**config.mk**
```make
export PLATFORM = sky130hd
export DESIGN_NAME = counter_clear_up_flat
export DESIGN_NICKNAME = d
export VERILOG_FILES = /design/src/rtl/counter_clear_up_if.sv /design/src/rtl/counter_clear_up.sv /design/src/flat_wrapper.sv
export SDC_FILE = /design/constraint.sdc
export NUM_CORES = 1
export LEC_CHECK = 0
export CORE_AREA = 2 2 39 41
export DETAILED_ROUTE_END_ITERATION = 16
export DIE_AREA = 0 0 41 43
export MAX_ROUTING_LAYER = met4
export PLACE_DENSITY = 0.57
export SLEW_MARGIN = 20
export SYNTH_ARGS = -nofsm -noshare
export SYNTH_HDL_FRONTEND = slang
export SYNTH_SLANG_ARGS = --single-unit
```
**constraint.sdc**
```tcl
create_clock -name clk_i -period 3.9 [get_ports clk_i]
set_input_delay 0.78 -clock clk_i [delete_from_list [all_inputs] [get_ports clk_i]]
set_output_delay 0.78 -clock clk_i [all_outputs]
set_load 0.05 [all_outputs]
```
**src/rtl/counter_clear_up_if.sv**
```systemverilog
// -----------------------------------------------------------------------------
// counter_clear_up_if
//
// Purpose:
//   Groups the per-cycle control inputs and the count output of a
//   counter_clear_up instance into one bundle.
//
// Parameters:
//   max_val_p : largest value the attached counter represents. The count
//               width is derived from it exactly as the counter derives it.
//
// Signals:
//   clear_i : synchronous clear request (level-sampled every cycle)
//   up_i    : increment request (level-sampled every cycle)
//   count_o : current count, driven from the counter's state register
//
// Modports:
//   master : the side that requests clears/increments and reads the count
//   slave  : the counter itself
// -----------------------------------------------------------------------------
interface counter_clear_up_if #(
    parameter int max_val_p = 255
);

    // A degenerate max_val_p still gets one bit so the bundle stays legal.
    localparam int width_lp = (max_val_p < 1) ? 1 : $clog2(max_val_p + 1);

    logic                clear_i;
    logic                up_i;
    logic [width_lp-1:0] count_o;

    modport master (
        output clear_i,
        output up_i,
        input  count_o
    );

    modport slave (
        input  clear_i,
        input  up_i,
        output count_o
    );

endinterface

```
**src/rtl/counter_clear_up.sv**
```systemverilog
// -----------------------------------------------------------------------------
// counter_clear_up
//
// Purpose:
//   Synchronous up-counter with synchronous clear, used to count retired
//   instructions. The count feeds an instruction-cap comparator, so it is
//   exported straight from the state register with no combinational path
//   from the inputs.
//
// Parameters:
//   max_val_p                  : largest representable count (>= 1); sets width
//   init_val_p                 : value loaded on reset (0 .. max_val_p)
//   disable_overflow_warning_p : 1 silences the simulation overflow message
//
// Ports:
//   clk_i   : clock, all state changes on the rising edge
//   reset_i : synchronous active-high reset (may have a freeze OR'd in)
//   ctr     : slave side of counter_clear_up_if (clear_i, up_i, count_o)
//
// Per-edge priority: reset -> clear (with optional same-cycle increment)
//   -> increment (wrapping from max_val_p to 0) -> hold.
// -----------------------------------------------------------------------------
module counter_clear_up #(
    parameter int max_val_p                  = 255,
    parameter int init_val_p                 = 0,
    parameter int disable_overflow_warning_p = 0
) (
    input  logic               clk_i,
    input  logic               reset_i,
    counter_clear_up_if.slave  ctr
);

    localparam int width_lp = (max_val_p < 1) ? 1 : $clog2(max_val_p + 1);

    localparam logic [width_lp-1:0] max_lp  = width_lp'(max_val_p);
    localparam logic [width_lp-1:0] init_lp = width_lp'(init_val_p);
    localparam logic [width_lp-1:0] one_lp  = width_lp'(1);

    // Illegal parameter combinations are caught at elaboration.
    if (max_val_p < 1) begin : g_bad_max
        $error("counter_clear_up: max_val_p (%0d) must be at least 1", max_val_p);
    end

    if ((init_val_p < 0) || (init_val_p > max_val_p)) begin : g_bad_init
        $error("counter_clear_up: init_val_p (%0d) must lie in 0..max_val_p (%0d)",
               init_val_p, max_val_p);
    end

    logic [width_lp-1:0] count_d;
    logic [width_lp-1:0] count_q;
    logic                at_max;

    assign at_max = (count_q == max_lp);

    // Next-state selection. Clear together with up lands on 1 because both
    // requests take effect in the same cycle. Wrapping is explicit rather
    // than relying on natural overflow, since max_val_p need not be 2^n-1.
    always_comb begin
        count_d = count_q;
        if (reset_i) begin
            count_d = init_lp;
        end else if (ctr.clear_i) begin
            count_d = ctr.up_i ? one_lp : '0;
        end else if (ctr.up_i) begin
            count_d = at_max ? '0 : (count_q + one_lp);
        end
    end

    always_ff @(posedge clk_i) begin
        count_q <= count_d;
    end

    assign ctr.count_o = count_q;

    // Simulation-only notice when the counter wraps; it does not alter state.
    if (disable_overflow_warning_p == 0) begin : g_overflow_warn
        always_ff @(posedge clk_i) begin
            if (!reset_i && !ctr.clear_i && ctr.up_i && at_max) begin
                $warning("counter_clear_up: counter overflow in %m (wrapped past %0d)",
                         max_val_p);
            end
        end
    end

endmodule

```
**src/flat_wrapper.sv**
```systemverilog
// flat-port wrapper written by rule: the top's interface ports become plain ports
module counter_clear_up_flat 
#(
    parameter int max_val_p                  = 255,
    parameter int init_val_p                 = 0,
    parameter int disable_overflow_warning_p = 0
)
  (clk_i, reset_i, ctr_clear_i, ctr_up_i, ctr_count_o);
  counter_clear_up_if #(.max_val_p(max_val_p)) ctr_i ();
  input  logic clk_i;
  input  logic reset_i;
  input wire logic [$bits(ctr_i.clear_i)-1:0] ctr_clear_i;
  input wire logic [$bits(ctr_i.up_i)-1:0] ctr_up_i;
  output wire logic [$bits(ctr_i.count_o)-1:0] ctr_count_o;
  assign ctr_i.clear_i = ctr_clear_i;
  assign ctr_i.up_i = ctr_up_i;
  assign ctr_count_o = ctr_i.count_o;
  counter_clear_up #(.max_val_p(max_val_p), .init_val_p(init_val_p), .disable_overflow_warning_p(disable_overflow_warning_p)) u_core (.clk_i(clk_i), .reset_i(reset_i), .ctr(ctr_i));
endmodule
```
==> metrics.csv <==
metric,value,unit
final net count,65,
GRT Util Overall,0.123,
Flop pwr share,0.512,
Power per Cell Area,306,mW/mm²
most numerous cell in the Yosys netlist,dfxtp_1,
Filler cells,148,
"FFs w/ async S/R, synth",0,
die height,43,µm
gr busiest metal,met1,
P&R area growth vs syn,36.3,%
Leak,0.172,nW
hold path start,u_core.ctr.count_o[7]$_SDFFE_PP0P_,
sequential fraction of the synthesis area,0.404,
Crit-path slowest cell,clkdlybuf4s50_1,
max incr delay on CP,0.85,ns
Final Power,0.165,mW
Post-CTS Setup Repair Bufs,0,
CP Class,register to output port,
RSZ-0062 raised after global routing,no,
hpwl dp,616,µm
fmax,432,MHz
clock sink count,8,
pin count of the biggest net entering global routing,13,
TritonCTS clock tree,yes,
Die Wd,41,µm
"top cells by count, synth","dfxtp_1, o21ai_0, a21oi_1, nand2_1, nor2_1",
synthesized area,397,µm²
worst skew pair latency,0.25,ns
I/O Pins,12,
Tcrit/Tclk final,0.593,
max reg flops,8,
Post-Route WL,868,µm
via count,375,
post-synth cell types,26,
vias in the first global route,347,
port buffer count,11,
Synth Flop Type,dfxtp_1,
clock slew at the register clock pins of the worst setup and hold paths,0.06,ns
Root Buffer,clkbuf_4,
clock share of power,0.385,
Slew Limit Fails,0,
# resized after CTS,0,
Max-Cap Viols,0,
first-pass GRT wire length,1.44,mm
met3 Use GR,0.0314,
Synth top area share,0.404,
CP cell instances,clkdlybuf4s50_1,
Syn Inst Count,46,
htree depth,1,
Int Pwr,0.126,mW
diodes inserted,0,
P_sw,0.0398,mW
crit path launch type,register,
Comb pwr share,0.102,
Hold Path Class,register to register,
slew margin rel.,0.666,
GRT met1 Usage,0.186,
CTS Hold Bufs,0,
number of synthesized flops with an enable pin,0,
Slew @ Worst Pin,0.499,ns
#FFs+latches synth,8,
Buffers & Inverters on Critical Path,1,
via/cell ratio,5.07,
Synth Warn #,0,
CP startpoint,u_core.ctr.count_o[2]$_SDFFE_PP0P_,
Initial DRT Pass Iterations,4,
clk_skew,0.00519,ns
synth top area cells,"dfxtp_1, o21ai_0, a21oi_1, a31oi_1, ha_1",
critical path peak fanout,6,
grt ovf,0,
r2r startpoint,u_core.ctr.count_o[0]$_SDFFE_PP0P_,
hold slack,0.519,ns
initial antenna violation count,0,
critical path's top delay family,buffers and inverters,
post-route ant nets,0,
M2 GR Usage,0.138,
Critical Path RT,3.12,ns
Starting Density,0.287,
Worst VDD drop,108,µV
die area,0.00176,mm²
Fin Setup TNS,0,ns
final hold violations,0,
"area leader, netlist",dfxtp_1,
Cell Rows,14,
crit path DAT,1.53,ns
layout cells sized above 1,0.0862,
crit path time final,2.31,ns
Mapped Avg Cell Area,8.62,µm²
final number of setup-violating endpoints,0,
Starting DRT DRC Count,4,
Routed wire per std cell,11.7,µm
core area,0.00138,mm²
# DRC,0,
run status,finished clean,
sw frac,0.241,
synthesized net count,51,
GPL Wtd Cong,0.754,
CP Capture Type,output port,
total CTS buffers,3,
Clock Tree Buf Depth,2,
-- path summary, 6_finish.rpt --
path	endpoint	slack, ns	depth (start not counted)
worst min-delay path	u_core.ctr.count_o[7]$_SDFFE_PP0P_	0.52	2
worst max-delay path	ctr_count_o[2]	1.59	1
worst min register to register	u_core.ctr.count_o[7]$_SDFFE_PP0P_	0.52	2
worst max register to register	u_core.ctr.count_o[6]$_SDFFE_PP0P_	2.41	4
-- kinds of logic after synthesis --
| kind of cell | share of synthesized area |
|---|---|
| flops | 0.404 |
| xor+xnor | 0.0442 |
| mux | 0.0252 |
| buf+inv | 0.0315 |
| compound gates | 0.202 |
| fa+ha+maj | 0.0315 |
| simple gates | 0.262 |
-- layout by cell type, fill, tap and decap left out --
| master | netlist | layout |
|---|---|---|
| o21ai_0 | 4 | 4 |
| nor2b_1 | 1 | 1 |
| nand2_1 | 3 | 3 |
| or4_1 | 1 | 1 |
| nor3b_1 | 1 | 1 |
| or3_1 | 2 | 2 |
| a21oi_1 | 3 | 3 |
| a31oi_1 | 2 | 2 |
| nand2b_1 | 1 | 1 |
| o221ai_1 | 1 | 1 |
| nand3_1 | 2 | 2 |
| a211oi_1 | 1 | 1 |
| mux2i_1 | 1 | 1 |
| ha_1 | 1 | 1 |
| clkdlybuf4s50_1 | 0 | 11 |
| nor2_1 | 3 | 3 |
| nand4_2 | 1 | 1 |
| dfxtp_1 | 8 | 8 |
| o211ai_1 | 1 | 1 |
| nand4_1 | 2 | 2 |
| clkbuf_4 | 0 | 3 |
| a41oi_1 | 1 | 1 |
| xnor2_1 | 1 | 1 |
| inv_1 | 1 | 1 |
| or2_2 | 1 | 1 |
| xor2_1 | 1 | 1 |
-- metal layers --
metal	vias up	routed length (µm)
li1	196	-
met1	171	454
met2	8	396
met3	0	17
met4	0	0
met5	-	0
-- power by group through the flow --
stage | logic (mW) | clock network (mW) | registers (mW)
6_report | 0.0169 | 0.0637 | 0.0847
3_5_place_dp | 0.0169 | 0 | 0.0866
2_1_floorplan | 0.00629 | 0 | 0.0904
5_1_grt | 0.0184 | 0.0724 | 0.0848
4_1_cts | 0.0170 | 0.0675 | 0.0847
3_3_place_gp | 0.0167 | 0 | 0.0865
-- metrics by stage --
stage / instance area, µm² / utilization / cells / worst slack [ns]
6_report: 541 / 0.391 / 74 / 1.59
5_1_grt: 541 / 0.391 / 74 / 1.54
4_1_cts: 541 / 0.391 / 74 / 1.57
3_5_place_dp: 518 / 0.374 / 71 / 1.57
3_3_place_gp: 518 / 0.374 / 71 / 1.59
2_1_floorplan: 397 / - / 46 / 2.18
-- worst min-delay path, cell delays in order, from the launching register on --
cell	delay (ns)
dfxtp_1	0.34
nand2_1	0.07
a31oi_1	0.06
-- layout make-up --
| type | count | area [µm²] | area share |
|---|---|---|---|
| inverter | 1 | 3.75 | 0.00694 |
| tap | 16 | 20.0 | 0.0370 |
| timing repair buffer | 11 | 110 | 0.204 |
| multi-input combinational | 35 | 224 | 0.414 |
| sequential | 8 | 160 | 0.296 |
| clock buffer | 3 | 22.5 | 0.0417 |
(Power assumes the default switching activity.)
